## config.mk

```make
export PLATFORM = sky130hd
export DESIGN_NAME = ifetch_prefetch
export DESIGN_NICKNAME = d
export VERILOG_FILES = /design/src/rtl/ifetch_prefetch.sv
export SDC_FILE = /design/constraint.sdc
export NUM_CORES = 1
export LEC_CHECK = 0
export CAP_MARGIN = 25
export CORE_MARGIN = 3
export CORE_UTILIZATION = 50
export DETAILED_ROUTE_END_ITERATION = 6
export PLACE_DENSITY = 0.76
export RECOVER_POWER = 25
export SYNTH_ARGS = -nofsm -noshare
export SYNTH_HDL_FRONTEND = slang
export SYNTH_SLANG_ARGS = --single-unit
```

## constraint.sdc

```tcl
create_clock -name clk -period 6.95 [get_ports clk]
set_clock_uncertainty 0.05 [all_clocks]
set_input_delay 1.7375 -clock clk [delete_from_list [all_inputs] [get_ports clk]]
set_output_delay 1.7375 -clock clk [all_outputs]
set_load 0.05 [all_outputs]
```

## src/rtl/ifetch_prefetch.sv

```systemverilog
`default_nettype none
// ============================================================================
// Module   : ifetch_prefetch
// Brief    : Fetch PC, credit-limited memory requests, prefetch FIFO, redirect flush
// Revision : 1.0 - initial release
// ============================================================================
module ifetch_prefetch #(
  parameter int          DEPTH    = 4,
  parameter logic [31:0] RESET_PC = 32'h0000_0000
) (
  input  logic        clk,
  input  logic        reset,
  output logic        mem_req_valid,
  input  logic        mem_req_ready,
  output logic [31:0] mem_req_addr,
  input  logic        mem_resp_valid,
  input  logic [31:0] mem_resp_data,
  input  logic        redirect_valid,
  input  logic [31:0] redirect_pc,
  output logic        instr_valid,
  input  logic        instr_ready,
  output logic [31:0] instr_data,
  output logic [31:0] instr_pc,
  output logic [31:0] instr_pc_plus4
);

  localparam int               c_PTR_W = $clog2(DEPTH);
  localparam int               c_CW    = c_PTR_W + 1;
  localparam logic [c_CW:0]    c_DEPTH = (c_CW + 1)'(DEPTH);

  logic [31:0]        r_fetch_pc;
  logic [c_CW-1:0]    r_count;
  logic [c_CW-1:0]    r_inflight;
  logic [c_CW-1:0]    r_drop;
  logic               r_started;

  logic [31:0]        r_fifo_data [DEPTH];
  logic [31:0]        r_fifo_pc   [DEPTH];
  logic [c_PTR_W-1:0] r_fifo_rd;
  logic [c_PTR_W-1:0] r_fifo_wr;

  // PCs of accepted requests, consumed in response order (dropped ones too)
  logic [31:0]        r_pcq [DEPTH];
  logic [c_PTR_W-1:0] r_pcq_rd;
  logic [c_PTR_W-1:0] r_pcq_wr;

  logic [c_CW:0]      w_occupied;
  logic               w_accept;
  logic               w_resp;
  logic               w_push;
  logic               w_pop;
  logic [c_CW-1:0]    w_inflight_nxt;
  logic [c_CW-1:0]    w_drop_nxt;
  logic [c_CW-1:0]    w_count_nxt;

  // Issue depends only on registered state so memory ready/valid never loop.
  assign w_occupied    = {1'b0, r_count} + {1'b0, r_inflight};
  assign mem_req_valid = r_started && (w_occupied < c_DEPTH);
  assign mem_req_addr  = r_fetch_pc;

  assign w_accept = mem_req_valid && mem_req_ready;
  assign w_resp   = mem_resp_valid;
  assign w_push   = w_resp && (r_drop == '0) && !redirect_valid;
  assign w_pop    = instr_valid && instr_ready;

  assign instr_valid    = (r_count != '0);
  assign instr_data     = r_fifo_data[r_fifo_rd];
  assign instr_pc       = r_fifo_pc[r_fifo_rd];
  assign instr_pc_plus4 = instr_pc + 32'd4;

  always_comb begin
    w_inflight_nxt = r_inflight + c_CW'(w_accept) - c_CW'(w_resp);
    w_drop_nxt     = r_drop;
    w_count_nxt    = r_count + c_CW'(w_push) - c_CW'(w_pop);
    if (redirect_valid) begin
      w_drop_nxt  = w_inflight_nxt;
      w_count_nxt = '0;
    end else if (w_resp && (r_drop != '0)) begin
      w_drop_nxt = r_drop - c_CW'(1);
    end
  end

  always_ff @(posedge clk) begin
    if (reset) begin
      r_fetch_pc <= RESET_PC;
      r_count    <= '0;
      r_inflight <= '0;
      r_drop     <= '0;
      r_started  <= 1'b0;
      r_fifo_rd  <= '0;
      r_fifo_wr  <= '0;
      r_pcq_rd   <= '0;
      r_pcq_wr   <= '0;
    end else begin
      r_started  <= 1'b1;
      r_count    <= w_count_nxt;
      r_inflight <= w_inflight_nxt;
      r_drop     <= w_drop_nxt;
      r_pcq_wr   <= r_pcq_wr + c_PTR_W'(w_accept);
      r_pcq_rd   <= r_pcq_rd + c_PTR_W'(w_resp);
      if (redirect_valid) begin
        r_fetch_pc <= redirect_pc & ~32'd3;
        r_fifo_rd  <= '0;
        r_fifo_wr  <= '0;
      end else begin
        if (w_accept) begin
          r_fetch_pc <= r_fetch_pc + 32'd4;
        end
        r_fifo_rd <= r_fifo_rd + c_PTR_W'(w_pop);
        r_fifo_wr <= r_fifo_wr + c_PTR_W'(w_push);
      end
    end
  end

  // Payload storage carries no reset; it is only read behind valid counters.
  always_ff @(posedge clk) begin
    if (w_push) begin
      r_fifo_data[r_fifo_wr] <= mem_resp_data;
      r_fifo_pc[r_fifo_wr]   <= r_pcq[r_pcq_rd];
    end
    if (w_accept) begin
      r_pcq[r_pcq_wr] <= r_fetch_pc;
    end
  end

  always_ff @(posedge clk) begin
    if (!reset) begin
      assert (!(mem_resp_valid && (r_inflight == '0)));
      assert (w_occupied <= c_DEPTH);
      assert (r_drop <= r_inflight);
    end
  end

endmodule
`default_nettype wire

```

==> results.py, run 1 <==
metrics = {
    "logic_synthesis": {
        "ys_seq_elements": 416,
        "async_flop_share": 0,
        "ys_types": 50,
        "yosys_warnings": 0,
        "synthesis.area_sq_um": 16500,
        "synth_flop_cell": "edfxtp_1",
        "seq_area_frac_synth": 0.728,
        "synth_cells": 869,
        "synth_edf_count": 368,
        "synth.avg_cell_area_sq_um": 19.0,
    },
    "cts": {
        "tritoncts": "built",
        "clk_pin_slew_worst_paths_ps": 60,
        "clock-root-buffer": "clkbuf_16",
        "cts.repair.resized": 0,
        "post-cts-setup-buffers": 0,
        "cts_made_buffers": 42,
        "cts.htree.levels": 2,
        "postCtsHoldBufs": 0,
        "insertion_delay_ps": 530,
        "clk_path_buf_depth": 3,
        "clkSinkCount": 416,
    },
    "timing": {
        "rsz0062_at_grt": "false",
        "drv_slew": 32,
        "fmax_mhz": 168,
        "fin_crit_ps": 5950,
        "tightest_slew_ps": 1600,
        "post-route-period-util": 0.856,
        "setup_tns_ps": 0,
        "worst_slack_ps": 1000,
        "hold_violations": 0,
        "hold-worst-slack_ps": 529,
        "setup-violations-final": 0,
        "relSlewSlack": -0.0684,
    },
    "finish": {
        "fin_cells": 1553,
        "final-seq-area_sq_um": 12000,
        "multi_input_area_sq_um": 4230,
        "drive_above_1_share": 0.163,
        "area_delta_synth_final_pct": 23.0,
        "fin_area_sq_um": 20300,
        "fin_nets": 1169,
        "fillers": 2235,
    },
    "power_and_ir_drop": {
        "p_leak_uw": 0.00651,
        "p_seq_frac": 0.488,
        "powerDensity_nw_per_um2": 297,
        "p_switching_uw": 1510,
        "clkPwrFrac": 0.366,
        "pwr-share-comb": 0.146,
        "p_sw_frac": 0.251,
        "internal_power_uw": 4510,
        "peakVddDrop_mv": 0.196,
    },
    "global_routing": {
        "antenna_found_initial": 0,
        "grt_max_degree": 63,
        "grt_usage": 0.190,
        "grt_pass1_wl_um": 52500,
        "grt-ovfl-total": 0,
        "grt_pass1_vias": 9017,
    },
    "floorplan": {
        "die_h_um": 188,
        "core_area_sq_um": 32000,
        "top_level_ports": 200,
        "die_x_um": 188,
        "rows": 65,
        "start_util": 0.515,
        "dieArea_sq_um": 35200,
    },
    "route": {
        "ant_nets": 0,
        "routed_wl_um": 34100,
        "wl_per_cell_um": 21.9,
        "vias_per_cell": 5.69,
        "drc_errors": 0,
        "dr_total_vias": 8834,
        "first_iter_violations": 647,
        "first_pass_iters": 5,
    },
    "place": {
        "dp_slack_ps": 1480,
        "placed_area_sq_um": 18900,
        "gp_congestion": 0.796,
        "hpwl_um": 21300,
        "portBuffers": 191,
        "placed_cells": 1473,
    },
    "run": {
        "drv_cap": 1,
    },
    "worst_setup_path": {
        "cp_max_fo": 29,
        "reg2reg_from": "r_count[1]",
        "r2r_end": "mem_req_addr[23]",
        "required_ps": 5160,
        "worstSetupPathType": "flop to primary output",
        "r2r_setup_slack_ps": 3800,
        "cp-end-kind": "primary output",
        "crit_arrival_ps": 4160,
        "rr_worst_depth": 6,
        "setup.worst_path.start_class": "flop",
    },
    "hold_path": {
        "hold_path_class": "flop to flop",
        "holdPathEnd": "r_pcq[2][28]",
        "min_from": "mem_req_addr[28]",
        "whs_path_depth": 0,
    },
    "status": {
        "failed_checks": "max-capacitance violations, max-slew violations",
        "outcome": "finished with violations",
    },
}
==> routing by layer <==
metal / GRT usage / wire length, um
met1: 0.276 / 15200
met5: 0 / 0
met2: 0.302 / 16200
met3: 0.0353 / 1940
met4: 0.0511 / 758
==> final cells by class <==
class,count,share of cell area
clock inverters,14,0.00672
flip-flops and latches,416,0.592
inverters,22,0.00407
clock buffers,64,0.0605
well taps,435,0.0268
multi-input cells,394,0.209
repair buffers,207,0.101
diodes,1,0.000123
==> cell usage in the layout (no fill, tap or decap), types with 5 or more instances in the layout <==
master | synthesis | routed
clkbuf_16 | 0 | 45
ha_1 | 14 | 14
buf_4 | 8 | 15
a311oi_1 | 6 | 6
a211oi_1 | 16 | 16
conb_1 | 1 | 6
nand2_1 | 27 | 27
dlygate4sd3_1 | 0 | 20
inv_1 | 20 | 20
nor3_1 | 19 | 17
o21ai_0 | 6 | 6
nor4_1 | 6 | 6
clkbuf_1 | 18 | 16
nor2b_1 | 6 | 6
mux4_2 | 89 | 89
clkinv_1 | 1 | 8
clkdlybuf4s50_1 | 0 | 171
and3_1 | 9 | 7
nand4_1 | 18 | 18
and2_1 | 9 | 9
xnor2_1 | 45 | 45
xor2_1 | 8 | 8
dfxtp_1 | 48 | 45
nor2_1 | 37 | 34
or3_1 | 5 | 5
edfxtp_1 | 368 | 368
nand3_1 | 23 | 23
and4_1 | 7 | 7
==> worst max-delay path, stage by stage (launching register included) <==
cell and delay, ps:
dfxtp_2 860, mux4_2 470, nand4_2 300, nor4_4 650, nor4b_4 320, xnor2_1 150
clkdlybuf4s50_1 870
==> per-stage QoR <==
step / utilization / total power [uW]
final: 0.633 / 6020
after global routing: 0.633 / 6230
after CTS: 0.633 / 6070
after detailed placement: 0.590 / 3870
after global placement: 0.590 / 3860
after floorplan: - / 3560
==> power groups by stage <==
stage                     Sequential (uW)  Combinational [uW]  Clock (uW)
after global routing                 2950                 933        2340
after floorplan                      3000                 560           0
after detailed placement             2990                 882           0
after CTS                            2940                 888        2240
after global placement               2980                 874           0
final                                2940                 878        2200
==> how the worst max path moves through the flow <==
stage,start,endpoint,slack (ps),cells past startpoint
global route,r_fifo_rd[1],instr_pc_plus4[24],750,6
floorplan,redirect_valid,r_fifo_data[1][0],1260,7
global placement,r_fifo_rd[1],instr_pc_plus4[24],1550,6
finish,r_fifo_rd[1],instr_pc_plus4[24],1000,6
detailed placement,r_fifo_rd[1],instr_pc_plus4[24],1480,6
CTS,r_fifo_rd[1],instr_pc_plus4[24],930,6
==> synth_stat cells (9+ instances only) <==
master | instances | area, sq um
nand4_1 | 18 | 113
xnor2_1 | 45 | 394
nand3_1 | 23 | 115
and2_1 | 9 | 56.3
dfxtp_1 | 48 | 961
clkbuf_1 | 18 | 67.6
a211oi_1 | 16 | 120
nor3_1 | 19 | 95.1
nand2_1 | 27 | 101
edfxtp_1 | 368 | 11100
ha_1 | 14 | 175
and3_1 | 9 | 56.3
nor2_1 | 37 | 139
inv_1 | 20 | 75.1
mux4_2 | 89 | 2000
==> flip-flops by register name (all words and copies together), names as in the netlist <==
register      cells
r_fifo_rd         2
r_started         1
r_drop            3
r_pcq           120
r_count           3
r_inflight        3
r_fifo_pc       120
r_fifo_wr         2
mem_req_addr     30
r_fifo_data     128
r_pcq_wr          2
r_pcq_rd          2
==> cell families after synthesis <==
group / count (synthesis) / share of synthesized area
and+or+nand+nor: 179 / 0.0623
AOI/OAI and AO/OA: 47 / 0.0221
xor gates and xnor gates: 53 / 0.0281
adders and majority gates: 16 / 0.0130
buffers and inverters: 64 / 0.0192
muxes: 93 / 0.127
other: 1 / 0.000227
DFF: 416 / 0.728
Note: power is estimated with default switching activity, not from simulation.
==> inputs of run 2 (changes only) <==
CORE_MARGIN = 2   (was 3)
CTS_CLUSTER_SIZE = 40   (was unset)
==> results.py, run 2 (same netlist as run 1, synthesis figures left out) <==
metrics = {
    "worst_setup_path": {
        "crit_arrival_ps": 4270,
        "worstSetupPathType": "flop to primary output",
        "cp-end-kind": "primary output",
        "cp_max_fo": 36,
        "required_ps": 5160,
        "setup.worst_path.start_class": "flop",
    },
    "finish": {
        "final_common_cell": "edfxtp_1",
        "largest_reg_flops": 128,
        "area_delta_synth_final_pct": 22.6,
        "max_flop_register": "r_fifo_data",
        "most-common-layout-cells": "368 x edfxtp_1, 191 x clkdlybuf4s50_1, 89 x mux4_2, 45 x xnor2_1, 45 x dfxtp_1",
        "drive_above_1_share": 0.163,
        "num_antenna_cells": 0,
        "fillers": 2331,
        "fin_nets": 1167,
        "fin_area_sq_um": 20200,
        "top_regs": "r_fifo_data (128), r_fifo_pc (120), r_pcq (120)",
    },
    "place": {
        "hpwl_um": 20400,
        "gp_congestion": 0.783,
        "placed_area_sq_um": 18900,
        "portBuffers": 191,
    },
    "cts": {
        "clock-root-buffer": "clkbuf_16",
        "postCtsHoldBufs": 0,
        "clk_pin_slew_worst_paths_ps": 60,
        "cts.htree.levels": 2,
        "clk_path_buf_depth": 3,
        "post-cts-setup-buffers": 0,
        "clkSinkCount": 416,
        "cts.repair.resized": 0,
        "tritoncts": "built",
        "cts_made_buffers": 42,
        "insertion_delay_ps": 530,
    },
    "timing": {
        "fin_crit_ps": 6060,
        "tightest_slew_ps": 2550,
        "fmax_mhz": 165,
        "setup-violations-final": 0,
        "rsz0062_at_grt": "false",
        "setup_tns_ps": 0,
        "post-route-period-util": 0.872,
        "hold_violations": 0,
        "relSlewSlack": -0.703,
        "drv_slew": 31,
    },
    "global_routing": {
        "antenna_found_initial": 1,
        "grt_pass1_vias": 8827,
        "grt_pass1_wl_um": 50000,
        "grt-ovfl-total": 0,
        "grt_max_degree": 63,
        "grt_usage": 0.192,
    },
    "floorplan": {
        "die_h_um": 186,
        "top_level_ports": 200,
        "rows": 66,
        "start_util": 0.507,
        "dieArea_sq_um": 34500,
        "core_area_sq_um": 32500,
        "die_x_um": 186,
    },
    "route": {
        "first_iter_violations": 631,
        "routed_wl_um": 32600,
        "wl_per_cell_um": 21.0,
        "first_pass_iters": 5,
        "dr_total_vias": 8716,
        "vias_per_cell": 5.61,
        "drc_errors": 0,
        "ant_nets": 0,
    },
    "status": {
        "failed_checks": "max-capacitance violations, max-slew violations",
        "outcome": "finished with violations",
    },
    "power_and_ir_drop": {
        "powerDensity_nw_per_um2": 294,
        "power_uw": 5940,
        "peakVddDrop_mv": 0.154,
        "p_leak_uw": 0.00646,
    },
    "run": {
        "drv_cap": 1,
    },
    "hold_path": {
        "hold_path_class": "flop to flop",
    },
}
==> run 2: changes by cell type in the layout (fill, tap and decap cells not counted), moves of 2 or more <==
cell and delta:
clkinv_2 +2, buf_4 -3, dlygate4sd3_1 -20, inv_6 +2
clkdlybuf4s50_1 +20, clkbuf_1 -5, clkbuf_16 -3
==> run 2: stage by stage <==
| step | util | hold WS, ps | setup slack (ps) | cells |
|---|---|---|---|---|
| global route | 0.621 | 544 | 615 | 1554 |
| finish | 0.621 | 527 | 888 | 1554 |
| floorplan | - | 479 | 1260 | 874 |
| detailed placement | 0.581 | 515 | 1360 | 1479 |
| global placement | 0.581 | 498 | 1390 | 1479 |
| CTS | 0.622 | 530 | 779 | 1554 |
==> run 2: area by class of cell <==
class | instances | area (sq um) | area share
clock buffer | 54 | 1120 | 0.0552
clock inverter | 21 | 191 | 0.00947
inverter | 22 | 82.6 | 0.00408
multi-input combinational | 394 | 4230 | 0.209
sequential | 416 | 12000 | 0.594
tap | 442 | 553 | 0.0273
timing repair buffer | 205 | 2030 | 0.100
==> run 2: where the power goes <==
part	switching (uW)	total [uW]	internal [uW]
logic	554	877	323
registers	71.8	2930	2860
clock network	880	2130	1250
==> run 2: path summary, 6_finish.rpt <==
check / from / endpoint / slack, ps / depth (start not counted)
setup reg to reg: r_pcq_rd[0] / r_fifo_pc[2][6] / 3670 / 2
hold / removal: mem_req_addr[25] / r_pcq[3][25] / 530 / 0
hold reg to reg: mem_req_addr[25] / r_pcq[3][25] / 530 / 0
setup / recovery: r_fifo_rd[0] / instr_pc_plus4[28] / 890 / 6
==> run 2: worst max-delay path, stage by stage, from the launching register on <==
cell	delay (ps)
dfxtp_4	810
mux4_1	510
nand4_2	290
nor4_2	850
nand4_1	210
xnor2_1	210
clkdlybuf4s50_1	830
==> run 2: layer usage <==
metal | up-vias | global-route usage | wire length [um]
met5 | - | 0 | 13
met4 | 2 | 0.0551 | 655
met3 | 53 | 0.0399 | 2260
met2 | 328 | 0.308 | 15300
met1 | 4407 | 0.269 | 14400
li1 | 3926 | - | -
